==> src/rtl/mips_pkg.sv <==
// mips_pkg: shared constants and types for the MIPS single-cycle core.
// Holds opcode constants, ALUop encodings, instruction field positions,
// the fetch FSM state enum and a branch-offset helper.
package mips_pkg;

  localparam int unsigned XLEN   = 32;
  localparam int unsigned OPC_W  = 6;
  localparam int unsigned WAIT_W = 8;   // covers MAX_WAIT up to 255

  // Instruction field positions
  localparam int unsigned OPCODE_MSB = 31;
  localparam int unsigned OPCODE_LSB = 26;
  localparam int unsigned TARGET_MSB = 25;
  localparam int unsigned TARGET_LSB = 0;
  localparam int unsigned IMM_MSB    = 15;
  localparam int unsigned IMM_LSB    = 0;

  // Opcodes
  localparam logic [OPC_W-1:0] OP_RTYPE = 6'h00;
  localparam logic [OPC_W-1:0] OP_J     = 6'h02;
  localparam logic [OPC_W-1:0] OP_BEQ   = 6'h04;
  localparam logic [OPC_W-1:0] OP_BNE   = 6'h05;
  localparam logic [OPC_W-1:0] OP_ADDI  = 6'h08;
  localparam logic [OPC_W-1:0] OP_LW    = 6'h23;
  localparam logic [OPC_W-1:0] OP_SW    = 6'h2B;

  // ALUop encodings from the control decoder
  localparam logic [1:0] ALUOP_ADD   = 2'b00;
  localparam logic [1:0] ALUOP_SUB   = 2'b01;
  localparam logic [1:0] ALUOP_FUNCT = 2'b10;
  localparam logic [1:0] ALUOP_BNE   = 2'b11;

  typedef enum logic [1:0] {
    ST_IDLE  = 2'd0,
    ST_FETCH = 2'd1,
    ST_EXEC  = 2'd2,
    ST_ERROR = 2'd3
  } fetch_state_e;

  // Sign-extended word offset of a branch immediate
  function automatic logic [XLEN-1:0] branch_offset(input logic [15:0] imm);
    return {{14{imm[15]}}, imm, 2'b00};
  endfunction

endpackage

==> src/rtl/fetch_unit_next_pc.sv <==
// next_pc_calc: combinational next-PC selection.
// Ports: pc_plus4, instr, jmp, branch, bne, alu_zero in; next_pc out.
// Priority: jump, then taken branch (BEQ/BNE via alu_zero ^ bne), then pc+4.
module next_pc_calc
  import mips_pkg::*;
(
  input  logic [XLEN-1:0] pc_plus4,
  input  logic [XLEN-1:0] instr,
  input  logic            jmp,
  input  logic            branch,
  input  logic            bne,
  input  logic            alu_zero,
  output logic [XLEN-1:0] next_pc
);

  // Opcode bits are decoded upstream; not needed here
  logic unused_opcode;
  assign unused_opcode = ^instr[OPCODE_MSB:OPCODE_LSB];

  always_comb begin
    next_pc = pc_plus4;
    if (jmp) begin
      next_pc = {pc_plus4[31:28], instr[TARGET_MSB:TARGET_LSB], 2'b00};
    end else if (branch && (alu_zero ^ bne)) begin
      next_pc = pc_plus4 + branch_offset(instr[IMM_MSB:IMM_LSB]);
    end
  end

endmodule

==> src/rtl/fetch_unit.sv <==
// fetch_unit: instruction fetch stage of the MIPS single-cycle core.
// Holds the PC, fetches from instruction memory over req/ready, presents the
// instruction and opcode to the decoder and advances the PC after execution.
// Ports:
//   clk, rst_n                    clock, async active-low reset
//   imem_req/imem_addr            fetch request and word address (= pc)
//   imem_rdata/imem_ready         returned instruction and handshake
//   instr/opcode/instr_valid      current instruction to the decoder
//   pc/pc_plus4                   current instruction address and pc + 4
//   jmp/branch/bne/alu_zero       next-PC controls for the current instruction
//   stall                         hold the current instruction in EXEC
//   fetch_err                     sticky instruction-memory timeout
// Optional macro FETCH_PERF_EN adds perf_retired, perf_stall, perf_taken.
module fetch_unit
  import mips_pkg::*;
#(
  parameter logic [31:0] RESET_PC = 32'h0000_0000,
  parameter int unsigned MAX_WAIT = 16
) (
  input  logic             clk,
  input  logic             rst_n,
  output logic             imem_req,
  output logic [XLEN-1:0]  imem_addr,
  input  logic [XLEN-1:0]  imem_rdata,
  input  logic             imem_ready,
  output logic [XLEN-1:0]  instr,
  output logic [OPC_W-1:0] opcode,
  output logic             instr_valid,
  output logic [XLEN-1:0]  pc,
  output logic [XLEN-1:0]  pc_plus4,
  input  logic             jmp,
  input  logic             branch,
  input  logic             bne,
  input  logic             alu_zero,
  input  logic             stall,
  output logic             fetch_err
`ifdef FETCH_PERF_EN
  ,
  output logic [31:0]      perf_retired,
  output logic [31:0]      perf_stall,
  output logic [31:0]      perf_taken
`endif
);

  localparam logic [XLEN-1:0] RESET_PC_AL = {RESET_PC[31:2], 2'b00};
  localparam logic [WAIT_W-1:0] WAIT_LAST = WAIT_W'(MAX_WAIT - 1);

  fetch_state_e      state;
  logic [WAIT_W-1:0] wait_cnt;
  logic [XLEN-1:0]   next_pc;
  logic [XLEN-1:0]   next_pc_al;

  next_pc_calc u_next_pc (
    .pc_plus4 (pc_plus4),
    .instr    (instr),
    .jmp      (jmp),
    .branch   (branch),
    .bne      (bne),
    .alu_zero (alu_zero),
    .next_pc  (next_pc)
  );

  // Low PC bits are always forced to zero on load
  assign next_pc_al = {next_pc[31:2], 2'b00};
  assign imem_addr  = pc;

  // Fetch FSM; outputs are set on the transition into each state
  always_ff @(posedge clk or negedge rst_n) begin
    if (!rst_n) begin
      state       <= ST_IDLE;
      pc          <= RESET_PC_AL;
      pc_plus4    <= XLEN'(RESET_PC_AL + 32'd4);
      instr       <= '0;
      opcode      <= '0;
      instr_valid <= 1'b0;
      imem_req    <= 1'b0;
      fetch_err   <= 1'b0;
      wait_cnt    <= '0;
    end else begin
      case (state)
        ST_IDLE: begin
          state    <= ST_FETCH;
          imem_req <= 1'b1;
        end
        ST_FETCH: begin
          if (imem_ready) begin
            instr       <= imem_rdata;
            opcode      <= imem_rdata[OPCODE_MSB:OPCODE_LSB];
            wait_cnt    <= '0;
            imem_req    <= 1'b0;
            instr_valid <= 1'b1;
            state       <= ST_EXEC;
          end else if (wait_cnt == WAIT_LAST) begin
            // MAX_WAIT fetch cycles without ready: give up
            wait_cnt  <= '0;
            imem_req  <= 1'b0;
            fetch_err <= 1'b1;
            state     <= ST_ERROR;
          end else begin
            wait_cnt <= WAIT_W'(wait_cnt + 1'b1);
          end
        end
        ST_EXEC: begin
          if (!stall) begin
            pc          <= next_pc_al;
            pc_plus4    <= XLEN'(next_pc_al + 32'd4);
            instr_valid <= 1'b0;
            imem_req    <= 1'b1;
            state       <= ST_FETCH;
          end
        end
        ST_ERROR: begin
          fetch_err   <= 1'b1;
          imem_req    <= 1'b0;
          instr_valid <= 1'b0;
        end
        default: begin
          state <= ST_IDLE;
        end
      endcase
    end
  end

`ifdef FETCH_PERF_EN
  logic taken_c;
  assign taken_c = jmp | (branch & (alu_zero ^ bne));

  // Performance counters, wrapping at 2^32
  always_ff @(posedge clk or negedge rst_n) begin
    if (!rst_n) begin
      perf_retired <= '0;
      perf_stall   <= '0;
      perf_taken   <= '0;
    end else begin
      if (state == ST_EXEC && !stall) begin
        perf_retired <= 32'(perf_retired + 32'd1);
        if (taken_c) begin
          perf_taken <= 32'(perf_taken + 32'd1);
        end
      end
      if ((state == ST_FETCH && !imem_ready) || (state == ST_EXEC && stall)) begin
        perf_stall <= 32'(perf_stall + 32'd1);
      end
    end
  end
`endif

endmodule
==> config.mk <==
export PLATFORM = sky130hd
export DESIGN_NAME = fetch_unit
export DESIGN_NICKNAME = d
export VERILOG_FILES = /design/src/rtl/mips_pkg.sv /design/src/rtl/fetch_unit_next_pc.sv /design/src/rtl/fetch_unit.sv
export SDC_FILE = /design/constraint.sdc
export NUM_CORES = 1
export LEC_CHECK = 0
export ABC_AREA = 1
export BUFFER_PORTS_ARGS = -buffer_cell sky130_fd_sc_hd__buf_2
export CORE_ASPECT_RATIO = 2
export CORE_MARGIN = 5
export CORE_UTILIZATION = 40
export CTS_CLUSTER_DIAMETER = 80
export DETAILED_ROUTE_END_ITERATION = 12
export GPL_TIMING_DRIVEN = 0
export HOLD_SLACK_MARGIN = 0.03
export PLACE_DENSITY = 0.64
export SLEW_MARGIN = 15
export SYNTH_ARGS = -nofsm -noshare
export SYNTH_HDL_FRONTEND = slang
export SYNTH_HIERARCHICAL = 1
export SYNTH_SLANG_ARGS = --single-unit
==> constraint.sdc <==
create_clock -name clk -period 3.3 [get_ports clk]
set_clock_uncertainty 0.1 [all_clocks]
set_input_delay 0.33 -clock clk [delete_from_list [all_inputs] [get_ports clk]]
set_output_delay 0.33 -clock clk [all_outputs]
set_load 0.05 [all_outputs]
==> results.toml, run 1 <==
[outcome]
outcome = "finished clean"

[layout]
finalInstanceArea_mm2 = 0.00975
fin_nets = 1498
area_delta_synth_final_pct = 21.4
final_common_cell = "nand2_1"
diodes = 0
final_cell_mix = "nand2_1, buf_2, inv_1"
drive_gt1_frac = 0.233
utilization = 0.492
fin_cells = 1693

[placed_design]
gp_congestion = 0.905
dp_cells = 1670
portBuffers = 169
place_hpwl_um = 22500
placed_area_mm2 = 0.00926

[detailed_routing]
routedWlPerCell_um = 16.1
routed_wl_um = 27300
firstDrtPassIters = 8
vias = 8295
viasPerCell = 4.90
drt-initial-drc-count = 500
route.detailed.drc = 0
postRouteAntennaNets = 0

[critical_path]
crit_family = "simple AND/OR/NAND/NOR gates"
cp_data_required_time_ps = 3440
critical_path.endpoint_type = "register"
worstPathArrival_ps = 3320
critPathLaunch = "instr[0]"
cp_slowest_cell = "dfrtp_1"
rr_startpoint = "instr[0]"
crit_type = "register to register"
path_cells = "ha_2 -> fa_2 -> nand3_2 -> nand3_4 -> nand2_1 -> nand2_2 -> xnor2_1 -> nand2_1 -> o21ai_0 -> o21ai_2 -> nand2_1 -> nor2_1 -> nand2_2 -> nor2_4 -> nand2_1 -> nand2_1 -> nand3_1"
crit_path_max_fanout = 7
critPathLaunchType = "register"
cpPeakStageDelay_ps = 430
cp_num_buf_inv = 0
cpMostUsedCell = "nand2_1"

[floorplanning]
fp.dieW_um = 110
die_area_mm2 = 0.0232
die_h_um = 210
rows = 73
pin_count = 177
fp.coreArea_mm2 = 0.0198
start_util = 0.405

[power]
seq_power_share = 0.313
p_int_mw = 2.98
combPwrFrac = 0.514
swShare = 0.518
p_leak_nw = 5.44
power.density_mw_per_mm2 = 636
peakVddDrop_v = 0.000441
p_sw_mw = 3.21
power_frac_clock = 0.173
total_power_mw = 6.20

[global_routing]
overflow = 0
grt_start_max_net_pins = 80
antenna_found_initial = 0
grt_pass1_vias = 8278
grt_pass1_wl_um = 42600
grtUsageTotal = 0.238

[cts]
cts_num_sinks = 105
clkLatencyLatePin_ps = 360
cts_root_buf = "clkbuf_16"
cts_made_buffers = 9
clk_pin_slew_ps = 80
cts.htree.levels = 3
clock_path_buffers = 2
cts_tree = "yes"

[run]
maxCapViolations = 0

[sta]
fin_tns_setup_ps = 0
period_share = 0.966
setup_viol = 0
fmax_mhz = 314
drv_slew = 0
worst_pin_slew_ps = 661
fin_crit_ps = 3190
rsz0062_at_grt = "true"
final_hold_viol_count = 0
slew_headroom = 0.559

[logic_synthesis]
yosysWarnings = 6
syn_inst = 1233
syn-cell-area_mm2 = 0.00803
syn_area_per_cell_um2 = 6.51

[min_path]
hold_start = "imem_rdata[1]"
min_path_type = "input port to register"
## worst paths after layout
kind                       cells past startpoint      endpoint  slack [ps]
setup / recovery                              17  pc_plus4[30]         110
hold reg to reg                                1     fetch_err         380
hold / removal                                 3      instr[1]          60
min in group asynchronous                      2      instr[1]         300
max in group asynchronous                      3     instr[15]        2070
setup reg to reg                              17  pc_plus4[30]         110
## per-stage QoR
| step | hold slack, ps | setup slack (ps) |
|---|---|---|
| floorplan | -65.6 | 121 |
| global placement | 362 | -390 |
| detailed placement | 121 | -429 |
| CTS | 55.3 | -28.1 |
| global route | 60.8 | -32.5 |
| finish | 64.4 | 113 |
## area by class of cell
type                    instances  area, µm²
well taps                     262        328
clock inverters                 7       73.8
plain buffers                  72        484
repair buffers                177        935
flip-flops and latches        105       2630
multi-input cells             930       4580
fillers                      2102      10100
clock buffers                   9        225
inverters                     131        492
## per-layer routing
layer | part of all wire | up-vias | track usage | wire, µm
met2 | 0.56 | 218 | 0.458 | 15200
met4 | 0.040 | 0 | 0.108 | 1100
li1 | - | 4235 | - | -
met5 | 0 | - | 0 | 0
met3 | 0.035 | 47 | 0.0169 | 950
met1 | 0.37 | 3795 | 0.256 | 10000
## power by group through the flow
| stage | Combinational, mW | Sequential [mW] | Clock [mW] |
|---|---|---|---|
| after floorplan | 1.61 | 2.62 | 0 |
| after global placement | 3.07 | 1.96 | 0 |
| after detailed placement | 3.11 | 1.97 | 0 |
| after CTS | 3.13 | 1.94 | 1.10 |
| after global routing | 3.45 | 1.99 | 1.14 |
| final | 3.19 | 1.94 | 1.07 |
## what timing repair did
item / CTS / global route
setup buffers: 0 / 6
setup endpoints to repair: 21 / 21
hold buffers: 1 / 0
hold endpoints to repair: 26 / 0
gates resized for setup: 17 / 27
pin swaps: 1 / 7
## flip-flops by register name, indices dropped and copies added, names as in the netlist
| register | flops |
|---|---|
| instr | 32 |
| imem_addr | 30 |
| pc_plus4 | 30 |
| wait_cnt | 8 |
| state | 2 |
| fetch_err | 1 |
| imem_req | 1 |
| instr_valid | 1 |
## worst min-delay path, cell delays in order
cell,delay (ps)
buf_2,80
nand2_1,40
nand2_1,50
Power figures use the tool's default switching activity.
==> inputs of run 2 (changes only) <==
PLACE_DENSITY = not set   (was 0.64)
PLACE_DENSITY_LB_ADDON = 0.2   (was not set)
==> results.toml, run 2 (synthesis results as in run 1) <==
[critical_path]
r2r_slack_ps = 180
critical_path.endpoint_type = "register"
reg2regPathDepth = 17
cp_num_buf_inv = 1
critPathLaunchType = "register"
worstPathArrival_ps = 3270
cp_slowest_cell = "dfrtp_1"
path_cells = "ha_1 -> or2_1 -> and2_4 -> nand3_1 -> nand3_4 -> nand2_1 -> inv_1 -> nor2_1 -> nor2_1 -> o21ai_2 -> nand2_1 -> nor2_2 -> nand2_1 -> nor2_1 -> nand2_1 -> nand2_1 -> nand3_1"
cpMostUsedCell = "nand2_1"
crit_path_max_fanout = 4
crit_family = "simple AND/OR/NAND/NOR gates"
crit_type = "register to register"
cp_data_required_time_ps = 3450
r2r-end = "pc_plus4[28]"
rr_startpoint = "instr[2]"
cpPeakStageDelay_ps = 440

[floorplanning]
rows = 73
die_h_um = 210
fp.coreArea_mm2 = 0.0198
die_area_mm2 = 0.0232
start_util = 0.405
fp.dieW_um = 110
pin_count = 177

[detailed_routing]
routedWlPerCell_um = 16.1
drt-initial-drc-count = 451
vias = 8407
postRouteAntennaNets = 0
firstDrtPassIters = 5
route.detailed.drc = 0
viasPerCell = 4.97
routed_wl_um = 27300

[global_routing]
grtUsageTotal = 0.241
grt_pass1_vias = 8308
antenna_found_initial = 0
grt_pass1_wl_um = 42700
overflow = 0
grt_start_max_net_pins = 61

[layout]
finalInstanceArea_mm2 = 0.00978
final_cell_mix = "nand2_1, buf_2, inv_1"
area_delta_synth_final_pct = 21.8
fin_nets = 1498
largest-register = "instr"
final-seq-area_mm2 = 0.00263
fill_cells = 2106
multi_input_area_mm2 = 0.00460
drive_gt1_frac = 0.231
largest_register_ffs = 32
diodes = 0
final_common_cell = "nand2_1"

[sta]
slew_headroom = 0.566
setup_ws_ps = 177
fmax_mhz = 320
period_share = 0.946
final_hold_viol_count = 0
fin_crit_ps = 3120
rsz0062_at_grt = "true"
drv_slew = 0
worst_pin_slew_ps = 651
setup_viol = 0

[placed_design]
placed_area_mm2 = 0.00926
post-place-ws_ps = -417
gp_congestion = 0.933
place_hpwl_um = 22500
portBuffers = 169

[power]
p_leak_nw = 5.46
peakVddDrop_v = 0.000565
power.density_mw_per_mm2 = 641
total_power_mw = 6.27

[min_path]
hold_depth = 3
hold_start = "imem_rdata[21]"
min_path_type = "input port to register"
hold_end = "instr[21]"

[cts]
clkLatencyLatePin_ps = 370
cts.htree.levels = 3
cts_num_sinks = 105
clock_path_buffers = 2
cts_made_buffers = 9
cts_root_buf = "clkbuf_16"
clk_pin_slew_ps = 80
cts_tree = "yes"

[run]
maxCapViolations = 0

[outcome]
outcome = "finished clean"
[run 2: cell types whose count changed in the layout (fill, tap and decap cells not counted), moves of 2 or more]
cell	change
clkinv_8	-2
clkbuf_1	+2
ha_2	-3
nor2_2	-2
clkbuf_8	+2
ha_1	+2
[run 2: metal layers]
metal	up-vias	track usage	wire [µm]
met1	3862	0.256	9950
met5	-	0	0
li1	4236	-	-
met2	249	0.449	14800
met4	0	0.126	1450
met3	60	0.0322	1150
[run 2: how the worst max path moves through the flow]
stage | from | endpoint | slack (ps) | depth (start not counted)
global route | instr[15] | pc_plus4[29] | -5 | 18
CTS | instr[15] | pc_plus4[29] | -7 | 18
floorplan | instr[0] | pc_plus4[25] | 120 | 17
finish | instr[2] | pc_plus4[28] | 180 | 17
global placement | instr[0] | pc_plus4[29] | -380 | 17
detailed placement | instr[0] | pc_plus4[29] | -420 | 17
[run 2: tightest hold or removal path: stages]
cell     delay [ps]
buf_2            70
nand2_1          40
nand2_1          50
[run 2: cell type report]
| class | instances | area share |
|---|---|---|
| Tap cell | 262 | 0.0335 |
| Multi-Input combinational cell | 930 | 0.470 |
| Sequential cell | 105 | 0.269 |
| Clock inverter | 3 | 0.00486 |
| Buffer | 72 | 0.0495 |
| Inverter | 131 | 0.0503 |
| Clock buffer | 13 | 0.0266 |
| Timing Repair Buffer | 177 | 0.0956 |
[run 2: repair_timing]
item	4_1_cts	5_1_grt
hold buffers	1	0
gates cloned	0	0
setup buffers	0	6
endpoints found under the hold margin	45	0
endpoints found under the setup margin	21	20
pin swaps	2	7
resized for setup	17	29
[run 2: stage by stage]
stage,setup TNS [ps],hold slack (ps),utilization,cells
3_3_place_gp,-3720,357,0.465,1669
4_1_cts,-7.20,50.0,0.486,1687
5_1_grt,-5.09,53.6,0.493,1693
3_5_place_dp,-4720,184,0.467,1670
6_report,0,58.3,0.493,1693
2_1_floorplan,0,-65.6,-,1238
[run 2: where the power goes]
part	total (mW)	internal [mW]	switching [mW]
Sequential	1.94	1.56	0.378
Combinational	3.19	0.895	2.29
Clock	1.14	0.635	0.508
Total	6.27	3.09	3.18
